--- src/rtl/led_move_ctrl_if.sv ---
// Command handshake between the LED move scheduler and the position datapath.
interface led_move_ctrl_if;
    logic       cmd_valid;
    logic [1:0] cmd_op;
    logic       cmd_ready;

    modport master (output cmd_valid, output cmd_op, input cmd_ready);
    modport slave  (input cmd_valid, input cmd_op, output cmd_ready);
endinterface

--- src/rtl/led_move_ctrl.sv ---
// LED move scheduler: turns debounced button levels into HOME/LEFT/RIGHT step
// commands with hold-to-repeat on left/right, and offers them over valid/ready.
module led_move_ctrl #(
    parameter int HOLD_CYCLES   = 50_000_000,
    parameter int REPEAT_CYCLES = 10_000_000
) (
    input  logic             clk,
    input  logic             rst_n,
    input  logic             btn_up,
    input  logic             btn_left,
    input  logic             btn_right,
    led_move_ctrl_if.master  cmd,
    output logic             repeat_active
);

    localparam int MAXC = (HOLD_CYCLES > REPEAT_CYCLES) ? HOLD_CYCLES : REPEAT_CYCLES;
    localparam int CW   = $clog2(MAXC);

    localparam logic [1:0] S_IDLE   = 2'd0;
    localparam logic [1:0] S_HOLD   = 2'd1;
    localparam logic [1:0] S_REPEAT = 2'd2;

    localparam logic [1:0] OP_NONE  = 2'b00;
    localparam logic [1:0] OP_LEFT  = 2'b01;
    localparam logic [1:0] OP_RIGHT = 2'b10;
    localparam logic [1:0] OP_HOME  = 2'b11;

    logic          prev_up, prev_left, prev_right;
    logic [1:0]    state, state_n;
    logic [CW-1:0] cnt, cnt_n;
    logic          dir_r, dir_n;          // 0 = left, 1 = right
    logic          valid_r, home_pend;
    logic [1:0]    op_r;

    logic          rise_up, rise_left, rise_right;
    logic          dir_btn, opp_btn, hold_exit;
    logic          iss_home, iss_step;
    logic [1:0]    step_op;
    logic          xfer, pend;

    assign rise_up    = btn_up    & ~prev_up;
    assign rise_left  = btn_left  & ~prev_left;
    assign rise_right = btn_right & ~prev_right;

    assign dir_btn   = dir_r ? btn_right : btn_left;
    assign opp_btn   = dir_r ? btn_left  : btn_right;
    assign hold_exit = ~dir_btn | opp_btn;

    assign xfer = valid_r &  cmd.cmd_ready;
    assign pend = valid_r & ~cmd.cmd_ready;

    // Button history; resets high so a button held through reset never fires.
    always_ff @(posedge clk or negedge rst_n) begin
        if (!rst_n) begin
            prev_up    <= 1'b1;
            prev_left  <= 1'b1;
            prev_right <= 1'b1;
        end else begin
            prev_up    <= btn_up;
            prev_left  <= btn_left;
            prev_right <= btn_right;
        end
    end

    // Next-state logic: press arbitration, hold timing and repeat timing.
    always_comb begin
        state_n  = state;
        cnt_n    = cnt;
        dir_n    = dir_r;
        iss_home = 1'b0;
        iss_step = 1'b0;
        step_op  = OP_NONE;
        if (rise_up) begin
            iss_home = 1'b1;
            state_n  = S_IDLE;
            cnt_n    = '0;
        end else begin
            case (state)
                S_IDLE: begin
                    if (rise_left && !btn_right) begin
                        iss_step = 1'b1;
                        step_op  = OP_LEFT;
                        dir_n    = 1'b0;
                        cnt_n    = '0;
                        state_n  = S_HOLD;
                    end else if (rise_right && !btn_left) begin
                        iss_step = 1'b1;
                        step_op  = OP_RIGHT;
                        dir_n    = 1'b1;
                        cnt_n    = '0;
                        state_n  = S_HOLD;
                    end
                end
                S_HOLD: begin
                    if (hold_exit) begin
                        state_n = S_IDLE;
                        cnt_n   = '0;
                    end else if (cnt == CW'(HOLD_CYCLES - 1)) begin
                        iss_step = 1'b1;
                        step_op  = dir_r ? OP_RIGHT : OP_LEFT;
                        cnt_n    = '0;
                        state_n  = S_REPEAT;
                    end else begin
                        cnt_n = cnt + CW'(1);
                    end
                end
                S_REPEAT: begin
                    if (hold_exit) begin
                        state_n = S_IDLE;
                        cnt_n   = '0;
                    end else if (cnt == CW'(REPEAT_CYCLES - 1)) begin
                        iss_step = 1'b1;
                        step_op  = dir_r ? OP_RIGHT : OP_LEFT;
                        cnt_n    = '0;
                    end else begin
                        cnt_n = cnt + CW'(1);
                    end
                end
                default: begin
                    state_n = S_IDLE;
                    cnt_n   = '0;
                end
            endcase
        end
    end

    // FSM state, hold/repeat counter and active direction.
    always_ff @(posedge clk or negedge rst_n) begin
        if (!rst_n) begin
            state <= S_IDLE;
            cnt   <= '0;
            dir_r <= 1'b0;
        end else begin
            state <= state_n;
            cnt   <= cnt_n;
            dir_r <= dir_n;
        end
    end

    // Command register: a deferred HOME goes out on the transfer edge of the
    // stalled command; steps arriving during a stall are dropped.
    always_ff @(posedge clk or negedge rst_n) begin
        if (!rst_n) begin
            valid_r   <= 1'b0;
            op_r      <= OP_NONE;
            home_pend <= 1'b0;
        end else if (home_pend && xfer) begin
            valid_r   <= 1'b1;
            op_r      <= OP_HOME;
            home_pend <= 1'b0;
        end else if (iss_home) begin
            if (pend) begin
                if (op_r != OP_HOME) begin
                    home_pend <= 1'b1;
                end
            end else begin
                valid_r <= 1'b1;
                op_r    <= OP_HOME;
            end
        end else if (iss_step && !pend) begin
            valid_r <= 1'b1;
            op_r    <= step_op;
        end else if (xfer) begin
            valid_r <= 1'b0;
            op_r    <= OP_NONE;
        end
    end

    assign cmd.cmd_valid = valid_r;
    assign cmd.cmd_op    = op_r;
    assign repeat_active = (state == S_REPEAT);

endmodule

--- src/flat_wrapper.sv ---
// flat-port wrapper written by rule: the top's interface ports become plain ports
module led_move_ctrl_flat 
#(
    parameter int HOLD_CYCLES   = 50_000_000,
    parameter int REPEAT_CYCLES = 10_000_000
)
  (clk, rst_n, btn_up, btn_left, btn_right, repeat_active, cmd_cmd_valid, cmd_cmd_op, cmd_cmd_ready);
  led_move_ctrl_if cmd_i ();
  input  logic clk;
  input  logic rst_n;
  input  logic btn_up;
  input  logic btn_left;
  input  logic btn_right;
  output logic repeat_active;
  output wire logic [$bits(cmd_i.cmd_valid)-1:0] cmd_cmd_valid;
  output wire logic [$bits(cmd_i.cmd_op)-1:0] cmd_cmd_op;
  input wire logic [$bits(cmd_i.cmd_ready)-1:0] cmd_cmd_ready;
  assign cmd_cmd_valid = cmd_i.cmd_valid;
  assign cmd_cmd_op = cmd_i.cmd_op;
  assign cmd_i.cmd_ready = cmd_cmd_ready;
  led_move_ctrl #(.HOLD_CYCLES(HOLD_CYCLES), .REPEAT_CYCLES(REPEAT_CYCLES)) u_core (.clk(clk), .rst_n(rst_n), .btn_up(btn_up), .btn_left(btn_left), .btn_right(btn_right), .cmd(cmd_i), .repeat_active(repeat_active));
endmodule
--- config.mk ---
export PLATFORM = sky130hd
export DESIGN_NAME = led_move_ctrl_flat
export DESIGN_NICKNAME = d
export VERILOG_FILES = /design/src/rtl/led_move_ctrl_if.sv /design/src/rtl/led_move_ctrl.sv /design/src/flat_wrapper.sv
export SDC_FILE = /design/constraint.sdc
export NUM_CORES = 1
export LEC_CHECK = 0
export ABC_AREA = 1
export ABC_CLOCK_PERIOD_IN_PS = 3550
export BUFFER_PORTS_ARGS = -buffer_cell sky130_fd_sc_hd__buf_4
export CAP_MARGIN = 40
export CELL_PAD_IN_SITES_DETAIL_PLACEMENT = 0
export CELL_PAD_IN_SITES_GLOBAL_PLACEMENT = 1
export CORE_ASPECT_RATIO = 0.75
export CORE_MARGIN = 1.5
export CORE_UTILIZATION = 40
export CTS_CLUSTER_SIZE = 8
export DETAILED_ROUTE_END_ITERATION = 10
export GPL_ROUTABILITY_DRIVEN = 0
export GPL_TIMING_DRIVEN = 0
export PLACE_DENSITY_LB_ADDON = 0.1
export SKIP_CTS_REPAIR_TIMING = 1
export SYNTH_ARGS = -nofsm -noshare
export SYNTH_HDL_FRONTEND = slang
export SYNTH_SLANG_ARGS = --single-unit
--- constraint.sdc ---
create_clock -name clk -period 3.55 [get_ports clk]
set_input_delay 0 -clock clk [delete_from_list [all_inputs] [get_ports clk]]
set_output_delay 0 -clock clk [all_outputs]
set_load 0.01 [all_outputs]
==> run_results.csv <==
group,metric,value,unit
hold_path,min_from,"cmd_cmd_ready",
die,die_w,90.8,um
die,num_io_pins,10,
timing,tightest_slew,0.517,ns
clocking,cts-htree-levels,2,
grt,grt_total_usage,20.9,%
grt,grt-ovfl-total,0,
cells_and_area,area_delta_synth_final,12.6,%
hold_path,worstHoldPathType,"in -> reg",
timing,unrepaired_setup_endpoints_after_global_routing,"false",
routing,per_cell_via_count_in_the_routed_design,4.99,
timing,clock_skew,0.00787,ns
clocking,tritoncts,"built",
grt,antenna_violations_before_repair,0,
clocking,cts.sinks,36,
grt,grt_first_pass_wirelength,9.92,mm
power_and_ir_drop,pwr-share-clk,25.5,%
critical_path,rr_startpoint,"u_core.cnt[0]",
cells_and_area,multi_input_area,1190,um2
critical_path,reg2reg_setup_slack,1.42,ns
timing,setup_violations_final,0,
cells_and_area,final_net_count,364,
routing,drtAntennaViolNets,0,
critical_path,data_required_time_of_the_critical_path,3.73,ns
timing,final.period_utilization,59.9,%
routing,drtIter0Drc,150,
die,initial_core_util,42.3,%
synth,post_synth_inst_count,333,
cells_and_area,area.sequential,905,um2
die,die_y,68.8,um
critical_path,setup.worst_path.class,"reg -> reg",
die,placement_rows,23,
place,numPortBuffers,9,
cells_and_area,post_route_cells_drive_above_1_share,12.7,%
clocking,clk_root_buffer_cell,"sky130_fd_sc_hd__clkbuf_8",
power_and_ir_drop,power_report.internal_total,0.748,mW
power_and_ir_drop,power.ir.vdd_worst,0.000244,V
critical_path,worst_setup_path_startpoint,"u_core.cnt[0]",
place,place.detailed.hpwl,4.65,mm
timing,headroom_to_the_max_slew_limit,65.2,%
critical_path,setup.worst_path.end_class,"flip-flop",
routing,dr_drc_count,0,
clocking,clock_insertion_delay_worst_skew,0.29,ns
synth,synth_warnings,0,
synth,ys_ff_latch,36,
synth,synth_cell_type_count,32,
critical_path,reg_to_reg_endpoint,"u_core.cnt[11]",
power_and_ir_drop,power_per_cell_area,466,nW/um2
routing,wl_per_cell,14.2,um
cells_and_area,antenna_cells,0,
power_and_ir_drop,sequentialPowerShare,40.7,%
power_and_ir_drop,swShare,38.4,%
critical_path,worst_setup_path_start_kind,"flip-flop",
timing,period_needed,2.13,ns
synth,syn-cell-area,2310,um2
power_and_ir_drop,fin_total_pwr,1.21,mW
timing,final_number_of_max_transition_violations,0,
critical_path,crit_path_max_fanout,10,
clocking,path_clk_slew,0.08,ns
grt,grt_pass1_vias,1906,
timing,final_hold_viol_count,0,
routing,first_pass_iters,4,
synth,avgSynthCellArea,6.94,um2
routing,detail_route.wirelength,6.08,mm
cells_and_area,num-fill-cells,575,
synth,mappedNetlistNets,344,
critical_path,critical_path.endpoint,"u_core.cnt[11]",
grt,largest_net_degree_at_the_start_of_global_routing,37,
critical_path,worst_r2r_path_depth,13,
run,timing.max_cap.violations,0,
clocking,cts_buffers,5,
die,coreArea,5470,um2
critical_path,arrival_worst_endpoint,2.30,ns
timing,highest_attainable_clock_frequency,470,MHz
routing,dr_total_vias,2142,
synth,yosysSeqAreaShare,39.1,%
clocking,ctsLongestPathBuffers,2,
die,dieArea,6250,um2
timing,fin_setup_tns,0,ns
run_status,outcome,"complete, no violations",
power_and_ir_drop,net-switching-power,0.467,mW
power_and_ir_drop,p_comb_share,33.8,%
power_and_ir_drop,leak_pwr,1.15,nW
through the flow:
stage | hold slack [ns] | worst slack [ns] | std cells | utilization, % | cell area [um2]
2_1_floorplan | -0.296 | 1.91 | 333 | - | 2310
3_3_place_gp | -0.00896 | 1.45 | 417 | 45.2 | 2470
3_5_place_dp | -0.00165 | 1.45 | 417 | 45.2 | 2470
4_1_cts | -0.322 | 1.43 | 425 | 46.9 | 2560
5_1_grt | 0.110 | 1.18 | 429 | 47.6 | 2600
6_report | 0.0760 | 1.42 | 429 | 47.6 | 2600
layout make-up:
| cell class | instances | area share [%] |
|---|---|---|
| Sequential cell | 36 | 34.7 |
| Buffer | 4 | 1.20 |
| Clock buffer | 8 | 3.46 |
| Tap cell | 75 | 3.60 |
| Inverter | 47 | 6.97 |
| Timing Repair Buffer | 13 | 4.13 |
| Multi-Input combinational cell | 246 | 45.9 |
critical path, cell delays in order, from the launching register on:
cell	delay, ns
sky130_fd_sc_hd__dfrtp_1	0.40
sky130_fd_sc_hd__ha_1	0.30
sky130_fd_sc_hd__nand3_1	0.12
sky130_fd_sc_hd__inv_2	0.10
sky130_fd_sc_hd__nand2_1	0.11
sky130_fd_sc_hd__nor2_1	0.16
sky130_fd_sc_hd__nand2_1	0.09
sky130_fd_sc_hd__nand2_1	0.08
sky130_fd_sc_hd__nand2_2	0.11
sky130_fd_sc_hd__nand3_2	0.12
sky130_fd_sc_hd__nand2_4	0.10
sky130_fd_sc_hd__inv_4	0.10
sky130_fd_sc_hd__buf_6	0.15
sky130_fd_sc_hd__nor2_1	0.05
synthesized netlist by cell type:
cell                      instances  share of area (%)
sky130_fd_sc_hd__nor3b_1          1               0.32
sky130_fd_sc_hd__nand3_2          2               0.87
sky130_fd_sc_hd__xnor2_1          1               0.38
sky130_fd_sc_hd__a21oi_1         11                2.4
sky130_fd_sc_hd__nand4_1         11                3.0
sky130_fd_sc_hd__a21oi_2          1               0.38
sky130_fd_sc_hd__o21ai_1          2               0.43
sky130_fd_sc_hd__o21a_1           1               0.32
sky130_fd_sc_hd__nor3_1          14                3.0
sky130_fd_sc_hd__inv_4            2               0.54
sky130_fd_sc_hd__buf_6            1               0.49
sky130_fd_sc_hd__dfstp_2          3                3.4
sky130_fd_sc_hd__xor2_1           6                2.3
sky130_fd_sc_hd__nor3_2           2               0.87
sky130_fd_sc_hd__nor2_4           1               0.49
sky130_fd_sc_hd__a31oi_1          1               0.27
sky130_fd_sc_hd__nand2_4          1               0.49
sky130_fd_sc_hd__nor2_1          51                8.3
sky130_fd_sc_hd__nand2_1         87                 14
sky130_fd_sc_hd__nand3_1         26                5.6
sky130_fd_sc_hd__nand2_2          3               0.81
sky130_fd_sc_hd__inv_2            8                1.3
sky130_fd_sc_hd__ha_1             5                2.7
sky130_fd_sc_hd__o21ai_0         12                2.6
sky130_fd_sc_hd__buf_4            2               0.65
sky130_fd_sc_hd__a32o_1           1               0.43
sky130_fd_sc_hd__buf_2            1               0.22
sky130_fd_sc_hd__nor2_2           3               0.81
sky130_fd_sc_hd__dfrtp_1         33                 36
sky130_fd_sc_hd__inv_1           37                6.0
sky130_fd_sc_hd__nor4_1           2               0.54
sky130_fd_sc_hd__o22ai_1          1               0.27
state kept, by name, indices dropped and copies added, names as in the netlist:
name and cells:
u_core.prev_right 1, u_core.dir_r 1, u_core.state 2, u_core.prev_up 1
u_core.cnt 26, u_core.home_pend 1, u_core.cmd.cmd_op 2, u_core.cmd.cmd_valid 1
u_core.prev_left 1
cells in the final DEF, fill, tap and decap left out, drive strengths merged:
cell,n
clkbuf,8
dfstp,3
dlygate4sd3,4
ha,5
buf,13
nor3,16
a21oi,12
nand3,28
dfrtp,33
nor2,55
a32o,1
nand4,11
xnor2,1
o22ai,1
a31oi,1
nand2,91
o21ai,14
nor3b,1
o21a,1
xor2,6
inv,47
nor4,2
per-layer routing:
| metal | vias to the layer above | routed length (um) | track usage [%] |
|---|---|---|---|
| li1 | 1109 | - | - |
| met1 | 991 | 3510 | 32.5 |
| met2 | 38 | 2270 | 29.2 |
| met3 | 4 | 267 | 4.71 |
| met4 | 0 | 27 | 4.10 |
| met5 | - | 0 | 0 |
power groups by stage:
| stage | Clock (mW) | Combinational [mW] | Sequential [mW] |
|---|---|---|---|
| 3_3_place_gp | 0 | 0.404 | 0.502 |
| 4_1_cts | 0.318 | 0.405 | 0.494 |
| 6_report | 0.310 | 0.410 | 0.494 |
| 3_5_place_dp | 0 | 0.403 | 0.503 |
| 5_1_grt | 0.335 | 0.456 | 0.502 |
| 2_1_floorplan | 0 | 0.256 | 0.503 |
cells by family (layout without fill, tap and decap cells):
logic type      Yosys count  in the layout  share of synthesized area (%)
compound gates           30             30                           7.09
flops                    36             36                           39.1
buf+inv                  51             72                           9.20
xor+xnor                  7              7                           2.65
fa+ha+maj                 5              5                           2.71
simple gates            204            204                           39.2
worst min-delay path by stage:
stage	end	slack, ns	cells after the start
5_1_grt	u_core.home_pend	0.11	3
3_3_place_gp	u_core.cnt[25]	-0.009	1
2_1_floorplan	u_core.cmd.cmd_op[0]	-0.30	0
3_5_place_dp	u_core.cnt[25]	-0.002	1
4_1_cts	u_core.cnt[25]	-0.32	1
6_report	u_core.home_pend	0.08	3
(Power assumes the default switching activity.)
